`src/rtl/pigro_pkg.sv`:
```
`default_nettype none
// ============================================================================
//  Module      : pigro_pkg
//  Description : Shared constants, execute-bound payload type and immediate
//                sign-extension helper for the pigro operand-fetch stage.
//  Revision    : 1.0 - initial release
// ============================================================================
package pigro_pkg;

    localparam int DATA_W = 32;
    localparam int AW     = 4;
    localparam int OP_W   = 6;
    localparam int IMM_W  = 16;
    localparam int SB_MAX = 3;
    localparam int NREG   = 1 << AW;
    localparam int CNT_W  = 2;

    localparam logic [CNT_W-1:0] SB_MAX_CNT = CNT_W'(SB_MAX);

    // Payload registered toward execute
    typedef struct packed {
        logic [OP_W-1:0]   op;
        logic [AW-1:0]     rd;
        logic              wr;
        logic [DATA_W-1:0] a;
        logic [DATA_W-1:0] b;
    } ex_pkt_t;

    function automatic logic [DATA_W-1:0] sign_extend(input logic [IMM_W-1:0] imm);
        return {{(DATA_W-IMM_W){imm[IMM_W-1]}}, imm};
    endfunction

endpackage
`default_nettype wire

```
`src/rtl/operand_fetch_if.sv`:
```
`default_nettype none
// ============================================================================
//  Module      : operand_fetch_if
//  Description : Decode-side and execute-side valid/ready channels of the
//                operand-fetch stage. The slave view is the stage itself, the
//                master view is its surroundings (decode plus execute).
//  Revision    : 1.0 - initial release
// ============================================================================
interface operand_fetch_if;
    import pigro_pkg::*;

    // Decode -> operand fetch
    logic              in_valid;
    logic              in_ready;
    logic [OP_W-1:0]   in_op;
    logic [AW-1:0]     in_rd;
    logic              in_wr;
    logic [AW-1:0]     in_ra;
    logic [AW-1:0]     in_rb;
    logic              in_use_imm;
    logic [IMM_W-1:0]  in_imm;

    // Operand fetch -> execute
    logic              ex_valid;
    logic              ex_ready;
    logic [OP_W-1:0]   ex_op;
    logic [AW-1:0]     ex_rd;
    logic              ex_wr;
    logic [DATA_W-1:0] ex_a;
    logic [DATA_W-1:0] ex_b;

    modport slave (
        input  in_valid, in_op, in_rd, in_wr, in_ra, in_rb, in_use_imm, in_imm,
        output in_ready,
        output ex_valid, ex_op, ex_rd, ex_wr, ex_a, ex_b,
        input  ex_ready
    );

    modport master (
        output in_valid, in_op, in_rd, in_wr, in_ra, in_rb, in_use_imm, in_imm,
        input  in_ready,
        input  ex_valid, ex_op, ex_rd, ex_wr, ex_a, ex_b,
        output ex_ready
    );

endinterface
`default_nettype wire

```
`src/rtl/reg_scoreboard.sv`:
```
`default_nettype none
// ============================================================================
//  Module      : reg_scoreboard
//  Description : Per-register count of in-flight writes. Issue increments,
//                writeback decrements; both on one register cancel out. Exposes
//                clear/bypassable queries for two source ports and a full query
//                for the destination port.
//  Revision    : 1.0 - initial release
// ============================================================================
module reg_scoreboard
    import pigro_pkg::*;
(
    input  wire logic          clk,
    input  wire logic          rst,
    input  wire logic          inc,
    input  wire logic [AW-1:0] inc_ad,
    input  wire logic          dec,
    input  wire logic [AW-1:0] dec_ad,
    input  wire logic [AW-1:0] qa_ad,
    input  wire logic [AW-1:0] qb_ad,
    input  wire logic [AW-1:0] qd_ad,
    output logic               qa_clear,
    output logic               qa_bypass,
    output logic               qb_clear,
    output logic               qb_bypass,
    output logic               qd_full,
    output logic [NREG-1:0]    busy
);

    logic [CNT_W-1:0] cnt_view [NREG];

    generate
        for (genvar r = 0; r < NREG; r++) begin : g_reg
            logic             hit_inc;
            logic             hit_dec;
            logic [CNT_W-1:0] cnt;

            assign hit_inc = inc && (inc_ad == AW'(r));
            assign hit_dec = dec && (dec_ad == AW'(r));

            // Counter update; a decrement at zero is dropped, increment saturates
            always_ff @(posedge clk or posedge rst) begin
                if (rst) begin
                    cnt <= '0;
                end else if (hit_inc && !hit_dec) begin
                    if (cnt != SB_MAX_CNT) begin
                        cnt <= cnt + 1'b1;
                    end
                end else if (hit_dec && !hit_inc) begin
                    if (cnt != '0) begin
                        cnt <= cnt - 1'b1;
                    end
                end
            end

            assign cnt_view[r] = cnt;
            assign busy[r]     = (cnt != '0);
        end
    endgenerate

    // Port queries against the counts as they stand before this cycle's update
    always_comb begin
        qa_clear  = (cnt_view[qa_ad] == '0);
        qa_bypass = (cnt_view[qa_ad] == CNT_W'(1));
        qb_clear  = (cnt_view[qb_ad] == '0);
        qb_bypass = (cnt_view[qb_ad] == CNT_W'(1));
        qd_full   = (cnt_view[qd_ad] == SB_MAX_CNT);
    end

endmodule
`default_nettype wire

```
`src/rtl/operand_fetch.sv`:
```
`default_nettype none
// ============================================================================
//  Module      : operand_fetch
//  Description : Operand-fetch stage between decode and execute. Reads the
//                register file, bypasses same-cycle writeback data, stalls on
//                scoreboard hazards and registers resolved operands toward
//                execute over a valid/ready handshake.
//  Revision    : 1.0 - initial release
// ============================================================================
module operand_fetch
    import pigro_pkg::*;
(
    input  wire logic              clk,
    input  wire logic              rst,
    operand_fetch_if.slave         bus,
    output logic [AW-1:0]          rf_ad_a,
    output logic [AW-1:0]          rf_ad_b,
    input  wire logic [DATA_W-1:0] rf_o_a,
    input  wire logic [DATA_W-1:0] rf_o_b,
    input  wire logic              wb_we,
    input  wire logic [AW-1:0]     wb_ad,
    input  wire logic [DATA_W-1:0] wb_d,
    output logic [NREG-1:0]        sb_busy
);

    logic              qa_clear, qa_bypass;
    logic              qb_clear, qb_bypass;
    logic              qd_full;
    logic              wb_hits_a, wb_hits_b, wb_hits_d;
    logic              a_ok, b_ok, full_block, hazard;
    logic              ready, accept;
    logic [DATA_W-1:0] opnd_a, opnd_b;
    ex_pkt_t           ex_next;
    ex_pkt_t           ex_q;
    logic              ex_valid_q;

    assign rf_ad_a = bus.in_ra;
    assign rf_ad_b = bus.in_rb;

    reg_scoreboard u_sb (
        .clk       (clk),
        .rst       (rst),
        .inc       (accept && bus.in_wr),
        .inc_ad    (bus.in_rd),
        .dec       (wb_we),
        .dec_ad    (wb_ad),
        .qa_ad     (bus.in_ra),
        .qb_ad     (bus.in_rb),
        .qd_ad     (bus.in_rd),
        .qa_clear  (qa_clear),
        .qa_bypass (qa_bypass),
        .qb_clear  (qb_clear),
        .qb_bypass (qb_bypass),
        .qd_full   (qd_full),
        .busy      (sb_busy)
    );

    // Source resolution: register file when clear, writeback data when the
    // only outstanding write retires this cycle, otherwise a hazard
    always_comb begin
        wb_hits_a = wb_we && (wb_ad == bus.in_ra);
        wb_hits_b = wb_we && (wb_ad == bus.in_rb);
        wb_hits_d = wb_we && (wb_ad == bus.in_rd);

        a_ok   = qa_clear || (qa_bypass && wb_hits_a);
        opnd_a = qa_clear ? rf_o_a : wb_d;

        if (bus.in_use_imm) begin
            b_ok   = 1'b1;
            opnd_b = sign_extend(bus.in_imm);
        end else begin
            b_ok   = qb_clear || (qb_bypass && wb_hits_b);
            opnd_b = qb_clear ? rf_o_b : wb_d;
        end

        // A saturated destination count only blocks if nothing retires it now
        full_block = bus.in_wr && qd_full && !wb_hits_d;
        hazard     = !a_ok || !b_ok || full_block;
    end

    assign ready        = !hazard && (!ex_valid_q || bus.ex_ready);
    assign accept       = bus.in_valid && ready;
    assign bus.in_ready = ready;

    always_comb begin
        ex_next.op = bus.in_op;
        ex_next.rd = bus.in_rd;
        ex_next.wr = bus.in_wr;
        ex_next.a  = opnd_a;
        ex_next.b  = opnd_b;
    end

    // Output register: load on accept, drain on ex_ready, otherwise hold
    always_ff @(posedge clk or posedge rst) begin
        if (rst) begin
            ex_valid_q <= 1'b0;
            ex_q       <= '0;
        end else if (accept) begin
            ex_valid_q <= 1'b1;
            ex_q       <= ex_next;
        end else if (bus.ex_ready) begin
            ex_valid_q <= 1'b0;
        end
    end

    assign bus.ex_valid = ex_valid_q;
    assign bus.ex_op    = ex_q.op;
    assign bus.ex_rd    = ex_q.rd;
    assign bus.ex_wr    = ex_q.wr;
    assign bus.ex_a     = ex_q.a;
    assign bus.ex_b     = ex_q.b;

endmodule
`default_nettype wire
```
`src/flat_wrapper.sv`:
```
// flat-port wrapper written by rule: the top's interface ports become plain ports
module operand_fetch_flat import pigro_pkg::*;
  (clk, rst, rf_ad_a, rf_ad_b, rf_o_a, rf_o_b, wb_we, wb_ad, wb_d, sb_busy, bus_in_valid, bus_in_op, bus_in_rd, bus_in_wr, bus_in_ra, bus_in_rb, bus_in_use_imm, bus_in_imm, bus_in_ready, bus_ex_valid, bus_ex_op, bus_ex_rd, bus_ex_wr, bus_ex_a, bus_ex_b, bus_ex_ready);
  operand_fetch_if bus_i ();
  input  wire logic clk;
  input  wire logic rst;
  output logic [AW-1:0] rf_ad_a;
  output logic [AW-1:0] rf_ad_b;
  input  wire logic [DATA_W-1:0] rf_o_a;
  input  wire logic [DATA_W-1:0] rf_o_b;
  input  wire logic wb_we;
  input  wire logic [AW-1:0] wb_ad;
  input  wire logic [DATA_W-1:0] wb_d;
  output logic [NREG-1:0] sb_busy;
  input wire logic [$bits(bus_i.in_valid)-1:0] bus_in_valid;
  input wire logic [$bits(bus_i.in_op)-1:0] bus_in_op;
  input wire logic [$bits(bus_i.in_rd)-1:0] bus_in_rd;
  input wire logic [$bits(bus_i.in_wr)-1:0] bus_in_wr;
  input wire logic [$bits(bus_i.in_ra)-1:0] bus_in_ra;
  input wire logic [$bits(bus_i.in_rb)-1:0] bus_in_rb;
  input wire logic [$bits(bus_i.in_use_imm)-1:0] bus_in_use_imm;
  input wire logic [$bits(bus_i.in_imm)-1:0] bus_in_imm;
  output wire logic [$bits(bus_i.in_ready)-1:0] bus_in_ready;
  output wire logic [$bits(bus_i.ex_valid)-1:0] bus_ex_valid;
  output wire logic [$bits(bus_i.ex_op)-1:0] bus_ex_op;
  output wire logic [$bits(bus_i.ex_rd)-1:0] bus_ex_rd;
  output wire logic [$bits(bus_i.ex_wr)-1:0] bus_ex_wr;
  output wire logic [$bits(bus_i.ex_a)-1:0] bus_ex_a;
  output wire logic [$bits(bus_i.ex_b)-1:0] bus_ex_b;
  input wire logic [$bits(bus_i.ex_ready)-1:0] bus_ex_ready;
  assign bus_i.in_valid = bus_in_valid;
  assign bus_i.in_op = bus_in_op;
  assign bus_i.in_rd = bus_in_rd;
  assign bus_i.in_wr = bus_in_wr;
  assign bus_i.in_ra = bus_in_ra;
  assign bus_i.in_rb = bus_in_rb;
  assign bus_i.in_use_imm = bus_in_use_imm;
  assign bus_i.in_imm = bus_in_imm;
  assign bus_in_ready = bus_i.in_ready;
  assign bus_ex_valid = bus_i.ex_valid;
  assign bus_ex_op = bus_i.ex_op;
  assign bus_ex_rd = bus_i.ex_rd;
  assign bus_ex_wr = bus_i.ex_wr;
  assign bus_ex_a = bus_i.ex_a;
  assign bus_ex_b = bus_i.ex_b;
  assign bus_i.ex_ready = bus_ex_ready;
  operand_fetch u_core (.clk(clk), .rst(rst), .bus(bus_i), .rf_ad_a(rf_ad_a), .rf_ad_b(rf_ad_b), .rf_o_a(rf_o_a), .rf_o_b(rf_o_b), .wb_we(wb_we), .wb_ad(wb_ad), .wb_d(wb_d), .sb_busy(sb_busy));
endmodule
```
`config.mk`:
```
export PLATFORM = sky130hd
export DESIGN_NAME = operand_fetch_flat
export DESIGN_NICKNAME = d
export VERILOG_FILES = /design/src/rtl/pigro_pkg.sv /design/src/rtl/operand_fetch_if.sv /design/src/rtl/reg_scoreboard.sv /design/src/rtl/operand_fetch.sv /design/src/flat_wrapper.sv
export SDC_FILE = /design/constraint.sdc
export NUM_CORES = 1
export LEC_CHECK = 0
export ABC_AREA = 1
export BUFFER_PORTS_ARGS = -buffer_cell sky130_fd_sc_hd__buf_2
export CAP_MARGIN = 40
export CORE_MARGIN = 5
export CORE_UTILIZATION = 51
export CTS_CLUSTER_SIZE = 10
export DETAILED_ROUTE_END_ITERATION = 8
export GPL_ROUTABILITY_DRIVEN = 0
export GPL_TIMING_DRIVEN = 0
export MAX_ROUTING_LAYER = met4
export PLACE_DENSITY = 0.82
export SLEW_MARGIN = 10
export SYNTH_ARGS = -nofsm -noshare
export SYNTH_HDL_FRONTEND = slang
export SYNTH_SLANG_ARGS = --single-unit
```
`constraint.sdc`:
```
create_clock -name clk -period 4 [get_ports clk]
set_input_delay 0.2 -clock clk [delete_from_list [all_inputs] [get_ports clk]]
set_output_delay 0.2 -clock clk [all_outputs]
set_load 0.05 [all_outputs]
```
-- Yosys cells after proc, flatten, opt, wreduce, memory -nomap -nowiden
Index checks and enable logic that the tools add are counted.
- logic and storage cells: 392
- register bits after elaboration: 108
- $lt $le $gt $ge: 3
- multiplexer cells: 79
- reduce and logical (&&, ||, !) cells: 185
- equal/unequal tests: 68
- $add $sub $neg: 32
- bitwise gates (word level): 3
- operator list (kind ; count):
    $mux 2 ; 70
    $reduce_bool 2->1 ; 49
    $mux 32 ; 3
    $logic_and 1x1->1 ; 74
    $eq 4x4->1 const B ; 16
    $reduce_and 3->1 ; 16
    $logic_not 1->1 ; 37
    $add 2x1->2 const B ; 16
    $eq 4x3->1 const B ; 8
    $ne 2x1->1 const B ; 16
    $ne 2x2->1 const B ; 16
    $sub 2x1->2 const B ; 16
    $bmux 2 s4 ; 3
    $eq 4x2->1 const B ; 4
    $ge 5x5->1 const B ; 3
    $not 4->5 ; 3
    $eq 4x4->1 ; 3
    $eq 4x1->1 const B ; 2
    $logic_not 4->1 ; 2
    $logic_or 1x1->1 ; 5
    $eq 2x1->1 const B ; 2
    $logic_not 2->1 ; 2
    $mux 1 ; 3
    $eq 2x2->1 const B ; 1

-- Logic depth before layout (Yosys ltp)
- depth in word-level cells: 20
- mapped depth: 19

-- Hierarchy
From an unflattened synthesis, not the netlist that was laid out.
- cells, all modules: 1125
- area total of the unflattened synthesis: 7200.7 um2
- by module, submodules not included (module ; cells each ; area an instance (um2) ; times used ; seq. area each (um2)):
    operand_fetch ; 639 ; 4360.4 ; 1 ; 1901.8
    reg_scoreboard ; 486 ; 2840.2 ; 1 ; 800.8

-- Least setup slack after synthesis
Ideal clock, no wire load.
- kind: reg-to-reg
- start: register u_core.u_sb.g_reg[7].cnt[1]
- end: register u_core.u_sb.g_reg[9].cnt[0]
- data required time: 3880 ps
- slack: 2140 ps
- cell stages (with the launch flop): 16
- arrival time: 1739 ps
- path through: dfrtp_1 > inv_1 > nand2_1 > nand3_1 > nand3_1 > nand3_1 > nand2_1 > nor2_1 > nand2_1 > nor2_2 > nand3_2 > nor2_4 > buf_4 > nand3b_1 > o21ai_1 > nand2_1
- word-level cells in the longest chain between the ends: 19
- elaborated cells between the ends (all ways): 38
- classes of those cells: 4 x eq/ne; 11 x mux; 23 x reduce/logical
- RTL lines (item ; RTL line ; RTL):
    start: declaration ; reg_scoreboard.sv:36 ; logic [CNT_W-1:0] cnt;
    start signal: assignment ; reg_scoreboard.sv:47 ; cnt <= cnt + 1'b1;
    start signal: assignment ; reg_scoreboard.sv:51 ; cnt <= cnt - 1'b1;
    $bmux 2 s4 ; reg_scoreboard.sv:65, reg_scoreboard.sv:66 ;
    $mux 2 (not written as such) (2 in a row) ; reg_scoreboard.sv:65, reg_scoreboard.sv:66 ;
    $eq 2x1->1 ; reg_scoreboard.sv:66 ; qb_bypass = (cnt_view[qb_ad] == CNT_W'(1));
    $logic_and 1x1->1 ; operand_fetch.sv:72 ; b_ok = qb_clear || (qb_bypass && wb_hits_b);
    $logic_or 1x1->1 ; operand_fetch.sv:72 ;
    $mux 1 ; operand_fetch.sv:68 ; if (bus.in_use_imm) begin
    $logic_not 1->1 ; operand_fetch.sv:78 ; hazard = !a_ok || !b_ok || full_block;
    $logic_or 1x1->1 ; operand_fetch.sv:78 ;
    [... 2 more ...] ; -- ;
    $logic_and 1x1->1 * ; operand_fetch.sv:81 ; assign ready = !hazard && (!ex_valid_q || bus.ex_ready);
    $logic_and 1x1->1 * ; operand_fetch.sv:82 ; assign accept = bus.in_valid && ready;
    $logic_and 1x1->1 * ; operand_fetch.sv:43 ; .inc (accept && bus.in_wr),
    $logic_and 1x1->1 * ; reg_scoreboard.sv:38 ; assign hit_inc = inc && (inc_ad == AW'(r));
    $logic_not 1->1 ; reg_scoreboard.sv:49 ; end else if (hit_dec && !hit_inc) begin
    $logic_and 1x1->1 ; reg_scoreboard.sv:49 ;
    $reduce_bool 2->1 (no line) ; -- ;
    $reduce_and 3->1 (no line) ; -- ;
    end signal: assignment ; reg_scoreboard.sv:47 ;
    end signal: assignment ; reg_scoreboard.sv:51 ;
    end: declaration ; reg_scoreboard.sv:36 ;
Mark *: on every way between the ends. The rest lies on a longest branch, timed or not. The select of a mux whose other input is x is not followed.
A chain may end at the register's enable or synchronous reset.

-- Worst setup path in the final report
- start: register u_core.u_sb.g_reg[7].cnt[1]
- end: register u_core.ex_q, in the netlist u_core.bus.ex_b[27]
- word-level cells in the longest chain between the ends: 13
- elaborated cells between the ends (all ways): 30
- classes of those cells: 3 x eq/ne; 12 x mux; 15 x reduce/logical
- RTL lines (item ; RTL line ; RTL):
    $bmux 2 s4 ; reg_scoreboard.sv:65, reg_scoreboard.sv:66 ;
    $mux 2 (not written as such) (2 in a row) ; reg_scoreboard.sv:65, reg_scoreboard.sv:66 ;
    $eq 2x1->1 ; reg_scoreboard.sv:66 ;
    $logic_and 1x1->1 ; operand_fetch.sv:72 ;
    $logic_or 1x1->1 ; operand_fetch.sv:72 ;
    $mux 1 ; operand_fetch.sv:68 ;
    $logic_not 1->1 ; operand_fetch.sv:78 ;
    $logic_or 1x1->1 (2 in a row) ; operand_fetch.sv:78 ;
    $logic_not 1->1 ; operand_fetch.sv:81 ;
    $logic_and 1x1->1 ; operand_fetch.sv:81 ;
    $logic_and 1x1->1 ; operand_fetch.sv:82 ;
    end signal: assignment ; operand_fetch.sv:100 ; ex_q <= ex_next;
    end: declaration ; operand_fetch.sv:34 ; ex_pkt_t ex_q;
Parallel ways exist; a longest one is shown, timed or not. The select of a mux whose other input is x is not followed.

==> metrics <==
syn_area_per_cell 6.51 um^2; reg2reg setup slack 1.52 ns; largest cells by area after synthesis dfrtp_1 38%, nand2_1 21%, o21ai_0 9.7%, nand3_1 6.8%, inv_1 6.2%; Reg-to-Reg Start u_core.u_sb.g_reg[7].cnt[1]; CP Class reg -> reg; Min-Delay Path Class in -> reg; arrival time at the worst endpoint 2.78 ns; core area 13800 um^2; Global Route Usage Sum 31.2%; Clock transition at path regs 0.08 ns; ANT nets after route 0; Final Max Slew Viols 0; EDFF count, synth 0; final wirelength 25000 um; PwrDens 582 nW/um^2; Hold Vio Cnt, Final 0; area grow syn2layout 24.6%; Post-Layout Cell Count 1524; CP Launch Point u_core.u_sb.g_reg[7].cnt[1]; post-route clock period utilization 62.1%; yosys warns 0; crit path max fanout 10; Critical Path Source Type register; Rel. slew slack around half; Post-Place Cells 1506; GRT overflow 0; drt wl/cell 16.4 um; Final WS setup 1.52 ns; LEAKAGE 5.01 nW; VDD IR max 294 uV; Max Clock Freq slightly above 400 MHz; Post-synth ARST share 100%; I/O Pins 242; CTS tree yes; sequential cell area fraction in the yosys report 38.1%; Detail Placement HPWL 19600 um; CP Capture Type register; antenna violations before repair 0; Nets 1479; minimum clock period 2.48 ns; vias per inst around 5.4; worst reg2reg endpoint u_core.bus.ex_b[27]; Sw Pwr between 2 and 3 mW; hold slack 0.0319 ns; share of cells above drive strength 1 around 23%; root buffer cell clkbuf_16; Setup Fix Bufs, Post-CTS 0; Yosys cell types 30; TritonCTS Sinks 108; Synth Flop Type dfrtp_1; register share of total power roughly a third; H-tree depth 3; Num CTS Buffers 9; DR iter-0 viols about 950; worst clock skew 0.0120 ns; number of port buffers about 240; hold_buf cts 1; syn_nets between 1000 and 1500; R2R depth 15; Max Cap Violations 0; final setup fails 0; sw frac between 50% and 60%; cells resized by post-CTS repair 0; pin count of the biggest net entering global routing 63; top cell type by total area after synthesis dfrtp_1; DIE AREA approximately 16000 um^2; RSZ-0062 raised after global routing false; Die Y 128 um; Cells after Synth 1090; Clock Path Buffers 2; Die W 128 um; Worst Path Required 4.30 ns; post-synth top area share 38.1%; Post-route DRC 0; Post-Route Setup TNS 0 ns; Worst-Skew Late Latency 0.36 ns; Worst-Margin Slew approximately 0.73 ns; post-synth design cell area between 7000 and 8000 um^2; Critical Path Sink u_core.bus.ex_b[27]; Internal Power 2.50 mW; status completed; number of global-route vias before repair approximately 7700; cell row count 43; Clock power frac 18.0%; Synth Register Bits approximately 110; DRT Pass-1 Iters 6; Logic pwr share 50.3%; worst slack, placed between 1.5 and 2 ns; first-pass GRT wire length 39300 um; Initial Util 51.5%; vias 8275
## routing by layer
metal	GRT usage, %	up-vias	routed length, um
li1	-	3951	-
met1	40.9	3734	10000
met2	47.8	504	11300
met3	6.08	86	2610
met4	12.2	0	1050
met5	-	-	0
## final cells by class
cell class,instances,area (um^2)
diodes,1,2.50
plain buffers,56,324
clock buffers,11,233
clock inverters,5,67.6
fillers,1325,4930
inverters,124,475
multi-input cells,802,3600
flip-flops and latches,108,2700
well taps,180,225
repair buffers,237,1210
## placed cells by master, fill, tap and decap left out, drive strengths merged
| cell | Yosys | routed |
|---|---|---|
| o22ai | 1 | 1 |
| o221ai | 1 | 1 |
| nor3 | 1 | 1 |
| mux2i | 15 | 15 |
| xnor2 | 4 | 4 |
| clkinv | 0 | 2 |
| nor2 | 85 | 85 |
| dfrtp | 108 | 108 |
| a21oi | 10 | 10 |
| o211ai | 6 | 6 |
| diode | 0 | 1 |
| nand4 | 6 | 6 |
| nand3 | 100 | 100 |
| clkbuf | 15 | 26 |
| buf | 41 | 277 |
| a22oi | 1 | 1 |
| and2 | 1 | 1 |
| nand3b | 6 | 6 |
| inv | 124 | 126 |
| o21ai | 164 | 164 |
| bufinv | 0 | 1 |
| dlygate4sd3 | 0 | 1 |
| nand2 | 401 | 401 |
## critical path: stages, from the launching register on
cell and delay (ns):
dfrtp_1 0.39, inv_1 0.20, nand2_1 0.10, nand3_1 0.09, nand3_1 0.10, nand3_1 0.13, nand2_1 0.08, inv_2 0.07
nand2_4 0.10, inv_2 0.08, buf_2 0.24, buf_2 0.29, o21ai_0 0.10, o21ai_0 0.28, nand2_1 0.11, nand2_1 0.08
## through the flow
| step | instance area, um^2 | total power [mW] | util, % |
|---|---|---|---|
| finish | 8840 | 5.14 | 64.2 |
| CTS | 8840 | 5.15 | 64.2 |
| detailed placement | 8530 | 4.22 | 61.9 |
| floorplan | 7090 | 3.49 | - |
| global placement | 8500 | 4.17 | 61.7 |
| global route | 8840 | 5.43 | 64.2 |
## power by group through the flow
stage / clock (mW) / sequential [mW] / combinational [mW]
3_3_place_gp: 0 / 1.63 / 2.55
5_1_grt: 0.993 / 1.66 / 2.77
3_5_place_dp: 0 / 1.64 / 2.58
6_report: 0.927 / 1.63 / 2.59
2_1_floorplan: 0 / 2.63 / 0.866
4_1_cts: 0.942 / 1.62 / 2.59
## logic make-up (layout without fill, tap and decap cells)
| logic type | count (synthesis) | count (layout) | share of synthesized area, % |
|---|---|---|---|
| buf+inv | 180 | 433 | 11.2 |
| mux | 15 | 15 | 2.12 |
| simple gates | 600 | 600 | 34.9 |
| compound gates | 183 | 183 | 13.2 |
| other cells | 0 | 1 | 0 |
| flops | 108 | 108 | 38.1 |
| xor+xnor | 4 | 4 | 0.494 |
## worst min path at each step
| stage | from | slack (ns) | endpoint | cells past startpoint |
|---|---|---|---|---|
| finish | bus_in_op[2] | 0.03 | u_core.bus.ex_op[2] | 3 |
| global route | bus_in_op[5] | 0.04 | u_core.bus.ex_op[5] | 3 |
| CTS | bus_ex_ready | 0.02 | u_core.bus.ex_valid | 2 |
| detailed placement | rst | 0.25 | u_core.bus.ex_a[3] | 2 |
| global placement | bus_in_op[5] | 0.39 | u_core.bus.ex_op[5] | 3 |
| floorplan | bus_ex_ready | 0.30 | u_core.bus.ex_valid | 1 |
## flip-flops by register name, summed over array words and instances, names as in the netlist
register             flops
u_core.bus.ex_a         32
u_core.bus.ex_b         32
u_core.u_sb.g.cnt       32
u_core.bus.ex_op         6
u_core.bus.ex_rd         4
u_core.bus.ex_valid      1
u_core.bus.ex_wr         1
## Yosys cell counts (2+ instances only)
master and instances:
nand2_1 398, o21ai_0 138, inv_1 117, dfrtp_1 108, nand3_1 96, nor2_1 78, o21ai_1 26, buf_2 22
clkbuf_1 15, mux2i_1 15, buf_4 13, a21oi_1 10, inv_2 6, nand3b_1 6, nand4_1 6, nor2_2 6
o211ai_1 6, buf_6 5, nand3_2 4, xnor2_1 4, nand2_2 2
No activity file was read; power rests on OpenSTA's default activity.
